[config.mk]
export PLATFORM = sky130hd
export DESIGN_NAME = hyper_mvblck_todram
export DESIGN_NICKNAME = d
export VERILOG_FILES = /design/src/rtl/hyper_mvblck_todram.sv
export SDC_FILE = /design/constraint.sdc
export NUM_CORES = 1
export LEC_CHECK = 0
export ABC_AREA = 1
export BUFFER_PORTS_ARGS = -buffer_cell sky130_fd_sc_hd__buf_4
export CAP_MARGIN = 20
export CELL_PAD_IN_SITES_DETAIL_PLACEMENT = 0
export CELL_PAD_IN_SITES_GLOBAL_PLACEMENT = 1
export CORE_MARGIN = 4
export CORE_UTILIZATION = 40
export DETAILED_ROUTE_END_ITERATION = 6
export HOLD_SLACK_MARGIN = 0.15
export PLACE_DENSITY_LB_ADDON = 0.1
export SLEW_MARGIN = 20
export SYNTH_ARGS = -nofsm -noshare
export SYNTH_HDL_FRONTEND = slang
export SYNTH_SLANG_ARGS = --single-unit
[constraint.sdc]
create_clock -name i_clk -period 7.6 [get_ports i_clk]
set_clock_uncertainty 0.2 [all_clocks]
set_input_delay 0.38 -clock i_clk [delete_from_list [all_inputs] [get_ports i_clk]]
set_output_delay 0.38 -clock i_clk [all_outputs]
set_load 0.03 [all_outputs]
[src/rtl/hyper_mvblck_todram.sv]
// LSAB-to-DRAM block mover: drains one LSAB section into MCU write beats.
// Optional HYPER_TODRAM_PADMASK_EN drives MCU_WRITE_MASK on pad beats.
module hyper_mvblck_todram #(
  parameter int RD_LEAD  = 2,
  parameter int REL_TAIL = 2
) (
  input  logic        i_clk,
  input  logic        i_rst_n,
  input  logic        i_lsab_0_empty,
  input  logic        i_lsab_1_empty,
  input  logic        i_lsab_2_empty,
  input  logic        i_lsab_3_empty,
  output logic        o_lsab_read,
  output logic [1:0]  o_lsab_section,
  input  logic [11:0] i_start_address,
  input  logic [5:0]  i_count_req,
  input  logic [1:0]  i_section,
  input  logic [1:0]  i_dram_sel,
  input  logic        i_issue,
  output logic [5:0]  o_count_sent,
  output logic        o_working,
  output logic        o_abrupt_stop,
  output logic [11:0] o_mcu_coll_address,
  output logic        o_mcu_write,
  output logic        o_mcu_write_mask,
  output logic [1:0]  o_mcu_request_access
);

  localparam logic [1:0] S_IDLE  = 2'd0;
  localparam logic [1:0] S_PRIME = 2'd1;
  localparam logic [1:0] S_WRITE = 2'd2;
  localparam logic [1:0] S_DRAIN = 2'd3;
  localparam logic [2:0] LEAD_M1 = 3'(RD_LEAD - 1);
  localparam logic [2:0] TAIL_M1 = 3'(REL_TAIL - 1);

  logic [1:0]  r_state;
  logic [2:0]  r_tmr;
  logic [11:0] r_addr;
  logic [6:0]  r_beat;
  logic [6:0]  r_nbeat;
  logic [5:0]  r_left;
  logic [5:0]  r_sent;
  logic        r_off;
  logic        r_rd_on;
  logic        r_rd_pend;
  logic        r_stop;
  logic        r_abrupt;
  logic [1:0]  r_sec;
  logic [1:0]  r_sel;

  logic [3:0]  w_empty_v;
  logic        w_empty;
  logic        w_want;
  logic        w_pop;
  logic        w_halt;
  logic [6:0]  w_nw;
  logic [6:0]  w_nb_stop;
  logic [6:0]  w_nbeat;
  logic [6:0]  w_req_nw;
  logic [6:0]  w_req_nb;
  logic        w_accept;
  logic        w_beat;
  logic        w_last;

  assign w_empty_v = {i_lsab_3_empty, i_lsab_2_empty,
                      i_lsab_1_empty, i_lsab_0_empty};
  assign w_empty   = w_empty_v[r_sec];
  assign w_want    = r_rd_on & (r_left != 6'd0);
  assign w_pop     = w_want & ~w_empty;
  assign w_halt    = w_want & w_empty;

  // An abrupt stop shrinks the burst to the popped words, padded to even.
  assign w_nw      = {1'b0, r_sent} + {6'd0, r_off};
  assign w_nb_stop = w_nw + {6'd0, w_nw[0]};
  assign w_nbeat   = w_halt ? w_nb_stop : r_nbeat;

  assign w_req_nw  = {1'b0, i_count_req} + {6'd0, i_start_address[0]};
  assign w_req_nb  = w_req_nw + {6'd0, w_req_nw[0]};
  assign w_accept  = (r_state == S_IDLE) & i_issue & (i_count_req != 6'd0);
  assign w_beat    = (r_state == S_WRITE) & (r_beat < w_nbeat);
  assign w_last    = (r_beat + 7'd1) >= w_nbeat;

  always_ff @(posedge i_clk or negedge i_rst_n) begin
    if (!i_rst_n) begin
      r_state   <= S_IDLE;
      r_tmr     <= '0;
      r_addr    <= '0;
      r_beat    <= '0;
      r_nbeat   <= '0;
      r_left    <= '0;
      r_sent    <= '0;
      r_off     <= 1'b0;
      r_rd_on   <= 1'b0;
      r_rd_pend <= 1'b0;
      r_stop    <= 1'b0;
      r_abrupt  <= 1'b0;
      r_sec     <= '0;
      r_sel     <= '0;
    end else begin
      if (w_pop) begin
        r_sent <= r_sent + 6'd1;
        r_left <= r_left - 6'd1;
      end
      if (w_halt) begin
        r_rd_on <= 1'b0;
        r_stop  <= 1'b1;
        r_nbeat <= w_nb_stop;
      end
      if (r_rd_pend) begin
        r_rd_pend <= 1'b0;
        r_rd_on   <= 1'b1;
      end
      if (w_beat) begin
        r_beat <= r_beat + 7'd1;
        r_addr <= r_addr + 12'd1;
      end
      unique case (r_state)
        S_IDLE: begin
          if (w_accept) begin
            r_state   <= S_PRIME;
            r_tmr     <= LEAD_M1;
            r_addr    <= {i_start_address[11:1], 1'b0};
            r_beat    <= '0;
            r_nbeat   <= w_req_nb;
            r_left    <= i_count_req;
            r_sent    <= '0;
            r_off     <= i_start_address[0];
            r_rd_on   <= ~i_start_address[0];
            r_rd_pend <= i_start_address[0];
            r_stop    <= 1'b0;
            r_abrupt  <= 1'b0;
            r_sec     <= i_section;
            r_sel     <= i_dram_sel;
          end
        end
        S_PRIME: begin
          if (r_tmr == 3'd0) begin
            if (w_nbeat != 7'd0) begin
              r_state <= S_WRITE;
            end else begin
              r_state  <= S_DRAIN;
              r_tmr    <= TAIL_M1;
              r_abrupt <= r_stop | w_halt;
            end
          end else begin
            r_tmr <= r_tmr - 3'd1;
          end
        end
        S_WRITE: begin
          if (w_last) begin
            r_state  <= S_DRAIN;
            r_tmr    <= TAIL_M1;
            r_abrupt <= r_stop | w_halt;
          end
        end
        S_DRAIN: begin
          if (r_tmr == 3'd0) begin
            r_state <= S_IDLE;
          end else begin
            r_tmr <= r_tmr - 3'd1;
          end
        end
        default: r_state <= S_IDLE;
      endcase
    end
  end

  always_comb begin
    o_mcu_request_access = 2'b00;
    unique case (r_state)
      S_IDLE:  o_mcu_request_access = i_dram_sel & {2{i_issue & i_rst_n}};
      S_PRIME: o_mcu_request_access = (w_nbeat != 7'd0) ? r_sel : 2'b00;
      S_WRITE: o_mcu_request_access =
                 ((r_beat + 7'd1) < w_nbeat) ? r_sel : 2'b00;
      default: o_mcu_request_access = 2'b00;
    endcase
  end

`ifdef HYPER_TODRAM_PADMASK_EN
  // A beat carries no word if it precedes the data or lies past the last pop.
  logic w_pad;
  assign w_pad = (r_beat == 7'd0 && r_off) |
                 (r_beat >= ({1'b0, r_sent} + {6'd0, r_off}));
  assign o_mcu_write_mask = w_beat & w_pad;
`else
  assign o_mcu_write_mask = 1'b0;
`endif

  assign o_lsab_read        = w_pop;
  assign o_lsab_section     = r_sec;
  assign o_count_sent       = r_sent;
  assign o_working          = (r_state != S_IDLE);
  assign o_abrupt_stop      = r_abrupt;
  assign o_mcu_coll_address = r_addr;
  assign o_mcu_write        = w_beat;

endmodule
== Word level (Yosys, flattened, before mapping) ==
Index checks and enable logic that the tools add are counted.
Widths: inputs -> output; s select.

* Register bits: 52
* Input bits: 29
* Output and inout port bits: 27
* Word-level logic and storage cells: 105

* Add/subtract/negate cells: 9
* Order comparisons: 4
* Equal/unequal tests: 10
* Mux-type cells: 46
* Bitwise gates (word level): 11
* Reductions and logical operators: 11

{| class="wikitable"
|+ Operators with widths
! operator !! count
|-
| $mux 7 || 6
|-
| $mux 12 || 3
|-
| $mux 6 || 6
|-
| $mux 1 || 15
|-
| $mux 3 || 5
|-
| $add 6x1->7 || 2
|-
| $add 7x1->7 || 2
|-
| $lt 7x7->1 || 2
|-
| $add 12x1->12 const B || 1
|-
| $mux 2 || 6
|-
| $ne 2x2->1 const B || 6
|-
| $pmux 3 s4 || 1
|-
| $reduce_bool 6->1 || 2
|-
| $pmux 2 s4 || 1
|-
| $reduce_and 4->1 || 2
|-
| $add 7x1->7 const B || 1
|-
| $and 1x1->1 || 7
|-
| $ge 7x7->1 || 1
|-
| $reduce_bool 7->1 || 1
|-
| $add 6x1->6 const B || 1
|-
| $pmux 2 s3 || 1
|-
| $sub 6x1->6 const B || 1
|-
| $reduce_and 5->1 || 1
|-
| $eq 2x2->1 const B || 2
|-
| 14 further kinds || 15
|}

== Logic depth before layout (Yosys ltp) ==
Gate-level depths: netlist (run 1).

* Word-level depth: 9
* Depth in mapped cells: 24
* Mapped depth without buffers: 23

== Worst setup path after synthesis (run 1) ==
No wires, ideal clock.

* Path type: flip-flop to output port
* From: register r_sent[0] (netlist: o_count_sent[0])
* To: output o_mcu_request_access[0]
* Arrival: 3100 ps
* Required time: 7020 ps
* Path slack: 3920 ps
* Stages on the path, launching flop included: 20
* Path buffers: 0
* Cells stage by stage: dfrtp_1 -> ha_1 -> inv_1 -> nand2_1 -> and2_1 -> ha_1 -> nand3_1 -> nor2_2 -> xnor2_1 -> nand2_1 -> o21ai_0 -> ha_1 -> a21o_1 -> nand4_1 -> nand2_1 -> inv_1 -> nand2_1 -> nand2_1 -> nand2_1 -> a21oi_1

* Longest elaborated chain between the ends: 6
* Elaborated cells between the ends (all ways): 8
* Classes of those cells: add/sub (2); order compare (1); mux (4); reduce/logical (1)

{| class="wikitable"
|+ Ends and longest elaborated chain
! element !! line !! source
|-
| from (decl) || 42 || <nowiki>logic [5:0] r_sent;</nowiki>
|-
| from (signal assigned) || 101 || <nowiki>r_sent <= r_sent + 6'd1;</nowiki>
|-
| $add 6x1->7 (*) || 73 || <nowiki>assign w_nw = {1'b0, r_sent} + {6'd0, r_off};</nowiki>
|-
| $add 7x1->7 (*) || 74 || <nowiki>assign w_nb_stop = w_nw + {6'd0, w_nw[0]};</nowiki>
|-
| $mux 7 (*) || 75 || <nowiki>assign w_nbeat = w_halt ? w_nb_stop : r_nbeat;</nowiki>
|-
| $lt 7x7->1 or $reduce_bool 7->1 (tied branches) || 174, 172 ||
|-
| $mux 2 (on tied branches) || 174, 172 ||
|-
| $pmux 2 s3 (*) || 170 || <nowiki>unique case (r_state)</nowiki>
|-
| to (decl) || 26 || <nowiki>output logic [1:0] o_mcu_request_access</nowiki>
|}

Every way passes the cells marked *; elsewhere a longest branch is shown, timed or not.

== Final worst setup path (run 1) ==
* From: register r_sent[0] (netlist: o_count_sent[0])
* To: output o_mcu_write

* Longest elaborated chain between the ends: 5

{| class="wikitable"
|+ Ends and longest elaborated chain
! element !! line !! source
|-
| $add 6x1->7 || 73 ||
|-
| $add 7x1->7 || 74 ||
|-
| $mux 7 || 75 ||
|-
| $lt 7x7->1 || 80 || <nowiki>assign w_beat = (r_state == S_WRITE) & (r_beat < w_nbeat);</nowiki>
|-
| $and 1x1->1 || 80 ||
|-
| to (decl) || 24 || <nowiki>output logic o_mcu_write,</nowiki>
|}

No other way between the ends.

==> results of run 1 <==
==> per-layer routing <==
metal | share of wire (%) | GRT usage [%]
met1 | 52 | 25.35
met4 | 0.85 | 3.423
met3 | 3.0 | 3.036
met2 | 44 | 28.05
met5 | 0 | 0
==> worst register-to-register path, delay by kind of cell (launching register included) <==
kind / cells / cell delay, ps
AO/OA/AOI/OAI: 4 / 630
flip-flops: 1 / 460
buffers and inverters: 2 / 210
AND/OR/NAND/NOR: 10 / 1060
adder cells (fa/ha/maj): 3 / 770
XOR/XNOR: 1 / 160
==> worst max-delay path by stage <==
stage / start / to
2_1_floorplan: o_count_sent[0] / o_mcu_request_access[0]
3_3_place_gp: o_count_sent[0] / o_mcu_write
3_5_place_dp: o_count_sent[0] / o_mcu_write
4_1_cts: o_count_sent[0] / o_mcu_write
5_1_grt: o_count_sent[0] / o_mcu_write
6_report: o_count_sent[0] / o_mcu_write
==> metrics by stage <==
step	area (um2)	std cells
3_5_place_dp	4350	714
3_3_place_gp	4350	714
5_1_grt	4612	739
2_1_floorplan	3840	541
4_1_cts	4612	739
6_report	4612	739
==> area by class of cell <==
| type | count | area [um2] |
|---|---|---|
| multi-input cells | 415 | 2238 |
| repair buffers | 72 | 583.1 |
| flip-flops and latches | 52 | 1301 |
| clock buffers | 5 | 68.82 |
| well taps | 129 | 161.4 |
| fillers | 954 | 4672 |
| clock inverters | 3 | 22.52 |
| inverters | 63 | 236.5 |
==> power by group <==
group | total, W | internal, W | switching (W)
Clock | 0.000171 | 0.0000664 | 0.000104
Sequential | 0.000524 | 0.000399 | 0.000125
Combinational | 0.00126 | 0.000448 | 0.000807
Total | 0.00195 | 0.000913 | 0.00104
==> cells by family (layout without fill, tap and decap cells) <==
logic type                 count (synthesis)  after routing
xor gates and xnor gates                  23             23
other                                      1              1
adders and majority gates                 26             26
DFF                                       52             52
and+or+nand+nor                          298            298
buffers and inverters                     74            143
AOI/OAI and AO/OA                         67             67
==> state kept, by name, indices dropped and copies added (netlist names), 2 cells and up <==
register / flops
r_beat: 7
r_tmr: 3
o_count_sent: 6
r_sel: 2
o_lsab_section: 2
r_nbeat: 7
o_mcu_coll_address: 12
r_left: 6
r_state: 2
==> synthesized netlist by cell type, drive strengths merged <==
cell type | n | area [um2]
nand2 | 164 | 645.6
inv | 63 | 236.5
nor2 | 58 | 245.2
dfrtp | 52 | 1301
nand3 | 49 | 282.8
o21ai | 44 | 235.2
ha | 26 | 325.3
xor2 | 18 | 157.7
a21oi | 16 | 83.83
nand4 | 9 | 56.30
nor3 | 8 | 40.04
clkbuf | 6 | 22.52
buf | 5 | 41.28
xnor2 | 5 | 43.79
nand3b | 3 | 22.52
or2 | 3 | 21.28
nor4 | 2 | 12.51
o22ai | 2 | 12.51
a21boi | 1 | 7.510
a21o | 1 | 7.510
a31oi | 1 | 6.260
and2 | 1 | 6.260
conb | 1 | 3.750
nor3b | 1 | 7.510
o211ai | 1 | 7.510
o21bai | 1 | 7.510
==> summary.md, run 1 <==
| Metric | Value |
|---|---|
| Crit Path Max Fanout | `18` |
| Mapped cell area | `0.003840 mm2` |
| H-tree levels | `2` |
| Leakage | `2.356 nW` |
| CTS Root Cell | `clkbuf_8` |
| Final cell utilization of the core | `49.68%` |
| CTS tree | `done` |
| #FFs+latches synth | `52` |
| Setup Viol. Count Final | `0` |
| Average size of a mapped cell | `7.098 um2` |
| Slew HR | `38.05%` |
| R2R setup slack | `3990 ps` |
| Net count after synthesis | `596` |
| CP required | `7020 ps` |
| Clock latency on the worst-skew pair | `310 ps` |
| R2R depth | `20` |
| Critical R2R Launch | `o_count_sent[0]` |
| Crit Path Class | `reg -> out` |
| Multiplexer share of the synthesized area | `0%` |
| Hold Path Class | `in -> reg` |
| WL/cell | `12.58 um` |
| Vias in the first global route | `3,492` |
| CTS max path bufs | `2` |
| Synthesis Warnings | `0` |
| Critical Path AT | `3610 ps` |
| Layout cells sized above 1 | `15.25%` |
| CP Buf/Inv Count | `3` |
| F_max | `0.2388 GHz` |
| Adder-cell share of the synthesized area | `8.472%` |
| Worst path most repeated cell | `nand2_1` |
| WHS | `186.3 ps` |
| Inserted Diodes | `0` |
| Most frequent cells in the layout | `nand2_1, inv_1, buf_4` |
| WP depth | `19` |
| # hold bufs at CTS | `17` |
| Antenna viol nets, final | `0` |
| Unrepaired setup endpoints after global routing | `no` |
| Part of the cycle the worst path needs | `55.10%` |
| Worst-path clk slew | `110 ps` |
| Post-synthesis cell type count | `41` |
| Max-slew violation count | `0` |
| First-pass GRT wire length | `16,370 um` |
| Num CTS Buffers | `5` |
| Hold violation count in the final report | `0` |
| Via density | `4.762` |
| Max cap viols | `0` |
| Row count | `35` |
| Initial drt markers | `132` |
| Pwr/cell area | `422.9 mW/mm2` |
| Synth Instances | `541` |
| Core ar. | `0.009284 mm2` |
| Outcome | `complete, no violations` |
| R2R Path End | `o_mcu_coll_address[0]` |
| Clk sinks | `52` |
| Post-Synth Simple-Gate Area | `34.90%` |
| Total design power | `0.001950 W` |
| Crit-path cells | `ha_1, inv_1, nand2_1, and2_1, ha_1, xor2_1, nand2_1, nand2_1, ha_1, nand2_1, o21ai_0, a21oi_1, o21bai_1, nor2_1, o21ai_2, nand2_4, nand2_4, inv_2, buf_4` |
| Crit-path max cell delay | `460 ps` |
| Final setup margin | `3412 ps` |
| Die height | `106.0 um` |
| Crit path max-delay family | `simple AND/OR/NAND/NOR gates` |
| GRT Overall Usage | `17.64%` |
| Starting Density | `41.36%` |
| DP Worst Slack | `3755 ps` |
| Worst hold path depth | `3` |
| Slowest CP cell | `dfrtp_1` |
| HP Start | `i_count_req[2]` |
| IO Pins | `56` |
| Final net count | `664` |
| Largest net degree at the start of global routing | `55` |
| Largest family of logic cells by synthesized area | `simple AND/OR/NAND/NOR gates` |
| HPWL after detailed placement | `6925 um` |
| Final wirelength | `9293 um` |
| CP endpoint kind | `output pin` |
| DIE WIDTH | `106.0 um` |
| Number of post-CTS setup repair buffers | `0` |
| Setup TNS | `0 ps` |
| Die area | `0.01123 mm2` |
| Drt pass-1 iters | `4` |
| Seq/Total Area, Yosys | `33.89%` |
| WHS Endpoint | `r_left[2]` |
| Port buffer count | `54` |
| Max VDD drop | `174.5 uV` |
| Complex-gate fraction of the synthesized area | `9.580%` |
| Crit path launch type | `register` |
| Worst slew pin tran | `928.3 ps` |
| DRC | `0` |
| Routed vias | `3,519` |
| Minimum clock period | `4188 ps` |
| Initial antenna violation count | `0` |
| Resize count post-CTS | `0` |
| Post-Synth XOR/XNOR Area | `5.246%` |
| Grt total ovfl | `0` |
| Layout Area Growth over Synthesis | `20.10%` |
| GPL Wtd Cong | `0.8646` |
| Commonest non-fill, non-tap cell in the layout | `nand2_1` |
Note: power is estimated with default switching activity, not from simulation.
==> run 2: changes to the inputs <==
--- a/config.mk
+++ b/config.mk
@@ -5,7 +5,7 @@
 export SDC_FILE = /design/constraint.sdc
 export NUM_CORES = 1
 export LEC_CHECK = 0
-export ABC_AREA = 1
+export ABC_AREA = 0
 export BUFFER_PORTS_ARGS = -buffer_cell sky130_fd_sc_hd__buf_4
 export CAP_MARGIN = 20
 export CELL_PAD_IN_SITES_DETAIL_PLACEMENT = 0
==> constraint.sdc (replaced) <==
create_clock -name i_clk -period 4.2 [get_ports i_clk]
set_clock_uncertainty 0.2 [all_clocks]
set_input_delay 0.21 -clock i_clk [delete_from_list [all_inputs] [get_ports i_clk]]
set_output_delay 0.21 -clock i_clk [all_outputs]
set_load 0.03 [all_outputs]
==> run 2 against run 1 <==
Compared with the run above: largest cell class unchanged; clock-buffer cell count grew 3; largest power group unchanged; via count shrank 2.3%; sequential cell count is the same.
==> summary.md, run 2 <==
| Metric | Value |
|---|---|
| Outcome | `complete, no violations` |
| Synth top area cells | `dfrtp_1, ha_1, nand2_1` |
| Crit-path cells | `inv_1, ha_2, or4b_4, o211a_4, mux2i_4, ha_1, nor2b_1, o21a_1, o21a_1, o21ai_2, a32oi_2, a31o_2, buf_12, inv_4, buf_6` |
| Worst hold path depth | `2` |
| Slew HR | `37.56%` |
| Port buffer count | `54` |
| Cell-internal power | `0.001846 W` |
| Antenna viol nets, final | `0` |
| WP depth | `15` |
| HPWL after detailed placement | `7217 um` |
| Count leader, synth | `dfrtp_1` |
| Worst slew pin tran | `936.6 ps` |
| Setup Viol. Count Final | `0` |
| Num CTS Buffers | `5` |
| DP Area | `0.004397 mm2` |
| Seq/Total Area, Yosys | `34.08%` |
| Minimum clock period | `4071 ps` |
| Final instance area | `0.004860 mm2` |
| IO Pins | `56` |
| Crit Path Max Fanout | `18` |
| Adder-cell share of the synthesized area | `8.519%` |
| CP endpoint kind | `output pin` |
| Switch share | `47.56%` |
| HP Start | `r_sel[1]` |
| Share of the synthesized area in the top cell type | `34.08%` |
| Final net count | `568` |
| First-pass GRT wire length | `16,550 um` |
| Pwr/cell area | `724.4 mW/mm2` |
| Die area | `0.01117 mm2` |
| Layout Area Growth over Synthesis | `27.26%` |
| Max VDD drop | `332.9 uV` |
| Crit-path max cell delay | `480 ps` |
| Largest family of logic cells by synthesized area | `simple AND/OR/NAND/NOR gates` |
| Commonest cells in the netlist | `dfrtp_1, nand2_1, nor2_1` |
| Max cap viols | `0` |
| Inserted Diodes | `0` |
| R2R setup slack | `150 ps` |
| Hold violation count in the final report | `0` |
| Post-Synth XOR/XNOR Area | `7.503%` |
| Die height | `105.7 um` |
| Core ar. | `0.009284 mm2` |
| Net count after synthesis | `482` |
| CP Buf/Inv Count | `4` |
| Average size of a mapped cell | `8.943 um2` |
| Comb pwr share | `65.1%` |
| Mapped cell area | `0.003819 mm2` |
| Part of the cycle the worst path needs | `96.93%` |
| Hold Path Class | `reg -> reg` |
| Vias in the first global route | `3,240` |
| Drt pass-1 iters | `4` |
| R2R depth | `15` |
| Crit path max-delay family | `compound AO/OA/AOI/OAI gates` |
| Post-synth top flop | `dfrtp_1` |
| Crit Path Class | `reg -> out` |
| GRT Overall Usage | `18.07%` |
| CTS max path bufs | `2` |
| Via density | `5.347` |
| WHS Endpoint | `r_sel[1]` |
| Final wirelength | `10,010 um` |
| Crit path launch type | `register` |
| GPL Wtd Cong | `0.8420` |
| Synthesis Warnings | `0` |
| Clk sinks | `52` |
| Final cell utilization of the core | `52.35%` |
| Commonest non-fill, non-tap cell in the layout | `buf_4` |
| CTS Root Cell | `clkbuf_8` |
| Layout cells sized above 1 | `22.37%` |
| DRC | `0` |
| WL/cell | `15.57 um` |
| CP required | `3790 ps` |
| Setup TNS | `0 ps` |
| Most frequent cells in the layout | `buf_4, dfrtp_1, nand2_1` |
| Multiplexer share of the synthesized area | `2.982%` |
| Synth Instances | `427` |
| Largest net degree at the start of global routing | `55` |
| Starting Density | `41.13%` |
| P_sw | `0.001674 W` |
| Critical Path AT | `3660 ps` |
| H-tree levels | `2` |
| Largest register FFs | `12` |
| Initial antenna violation count | `0` |
| Initial drt markers | `169` |
| Routed vias | `3,438` |
| Post-synthesis cell type count | `75` |
| Leakage | `2.103 nW` |
| Grt total ovfl | `0` |
| DIE WIDTH | `105.7 um` |
| R2R Path End | `o_mcu_coll_address[11]` |
| Row count | `35` |
| Post-Synth Simple-Gate Area | `22.61%` |
| Worst path most repeated cell | `o21a_1` |
| Worst-path clk slew | `90 ps` |
| #FFs+latches synth | `52` |
| Clock latency on the worst-skew pair | `310 ps` |
| Clock network fraction of design power | `8.6%` |
| EDFF count, synth | `0` |
| Max-slew violation count | `0` |
| Yosys top cell by area | `dfrtp_1` |
| Synth async-reset ratio | `100.0%` |
| F_max | `0.2456 GHz` |
| Register share of total power | `26.3%` |
| CTS tree | `done` |
| Slowest CP cell | `or4b_4` |
| Complex-gate fraction of the synthesized area | `19.27%` |
| Critical R2R Launch | `r_left[1]` |
## run 2: cell types whose count changed after synthesis, moves of 6 or more
cell,before,now
xnor2_1,5,16
or3_1,0,7
nand3_1,43,21
o31ai_1,0,6
nand2_1,156,40
inv_1,59,25
nor2_1,51,39
a31oi_1,1,12
o21ai_0,31,20
## run 2: cell type report
| type | count | area, um2 |
|---|---|---|
| multi-input combinational | 331 | 2395 |
| inverter | 26 | 100.1 |
| sequential | 52 | 1303 |
| tap | 129 | 161.4 |
| clock buffer | 8 | 90.09 |
| fill | 933 | 4424 |
| timing repair buffer | 97 | 810.8 |
## run 2: worst max-delay path by stage
| stage | startpoint | to |
|---|---|---|
| 2_1_floorplan | o_count_sent[0] | o_mcu_request_access[0] |
| 3_3_place_gp | o_count_sent[0] | r_beat[6] |
| 3_5_place_dp | r_left[0] | r_beat[6] |
| 4_1_cts | o_count_sent[0] | o_mcu_request_access[1] |
| 5_1_grt | o_count_sent[0] | o_mcu_request_access[1] |
| 6_report | r_left[1] | o_mcu_write |
## run 2: power groups by stage
| stage | combinational (W) | clock (W) | sequential [W] |
|---|---|---|---|
| 2_1_floorplan | 0.00138 | 0 | 0.00104 |
| 5_1_grt | 0.00253 | 0.000337 | 0.000966 |
| 3_5_place_dp | 0.00212 | 0 | 0.000935 |
| 4_1_cts | 0.00217 | 0.000318 | 0.000927 |
| 6_report | 0.00229 | 0.000302 | 0.000927 |
| 3_3_place_gp | 0.00211 | 0 | 0.000927 |
## run 2: stage by stage
step / cells / hold WS, ps / total power [W] / setup slack [ps]
final: 643 / 276.8 / 0.003520 / 129.0
after detailed placement: 604 / 122.3 / 0.003053 / 189.0
after CTS: 638 / 280.6 / 0.003410 / 3.314
after global placement: 604 / 119.2 / 0.003038 / 259.2
after floorplan: 427 / -285.6 / 0.002414 / 50.72
after global routing: 643 / 304.4 / 0.003828 / -26.40
## run 2: repair_timing
action / in CTS / in global routing
setup endpoints to repair: 3 / 6
resized for setup: 1 / 19
hold endpoints to repair: 77 / 0
pin swaps: 2 / 5
buffers inserted: 1 / 5
hold buffers: 25 / 0
## run 2: cell families after synthesis
group | after synthesis
AND/OR/NAND/NOR | 161
buffers and inverters | 44
multiplexers | 9
flip-flops | 52
XOR/XNOR | 31
other | 1
AO/OA/AOI/OAI | 103
adder cells (fa/ha/maj) | 26
## run 2: worst reg2reg max path, stage by stage, from the launching register on
cell     delay (ps)
dfrtp_1         380
inv_1            90
ha_2            180
or4b_4          480
o211a_4         320
mux2i_4         200
ha_1            260
nor2b_1         130
o21a_1          160
o21a_1          170
o21ai_2         150
a32oi_2         140
a31o_2          300
buf_6           130
or4_4           500
a31oi_1         170
## run 2: per-layer routing
layer  track usage (%)  vias up  wire length (um)
li1                  -     1714                 -
met1             25.72     1640              4960
met2             29.23       76              4604
met3             2.388        8               312
met4             4.070        0               134
met5                 0        -                 0
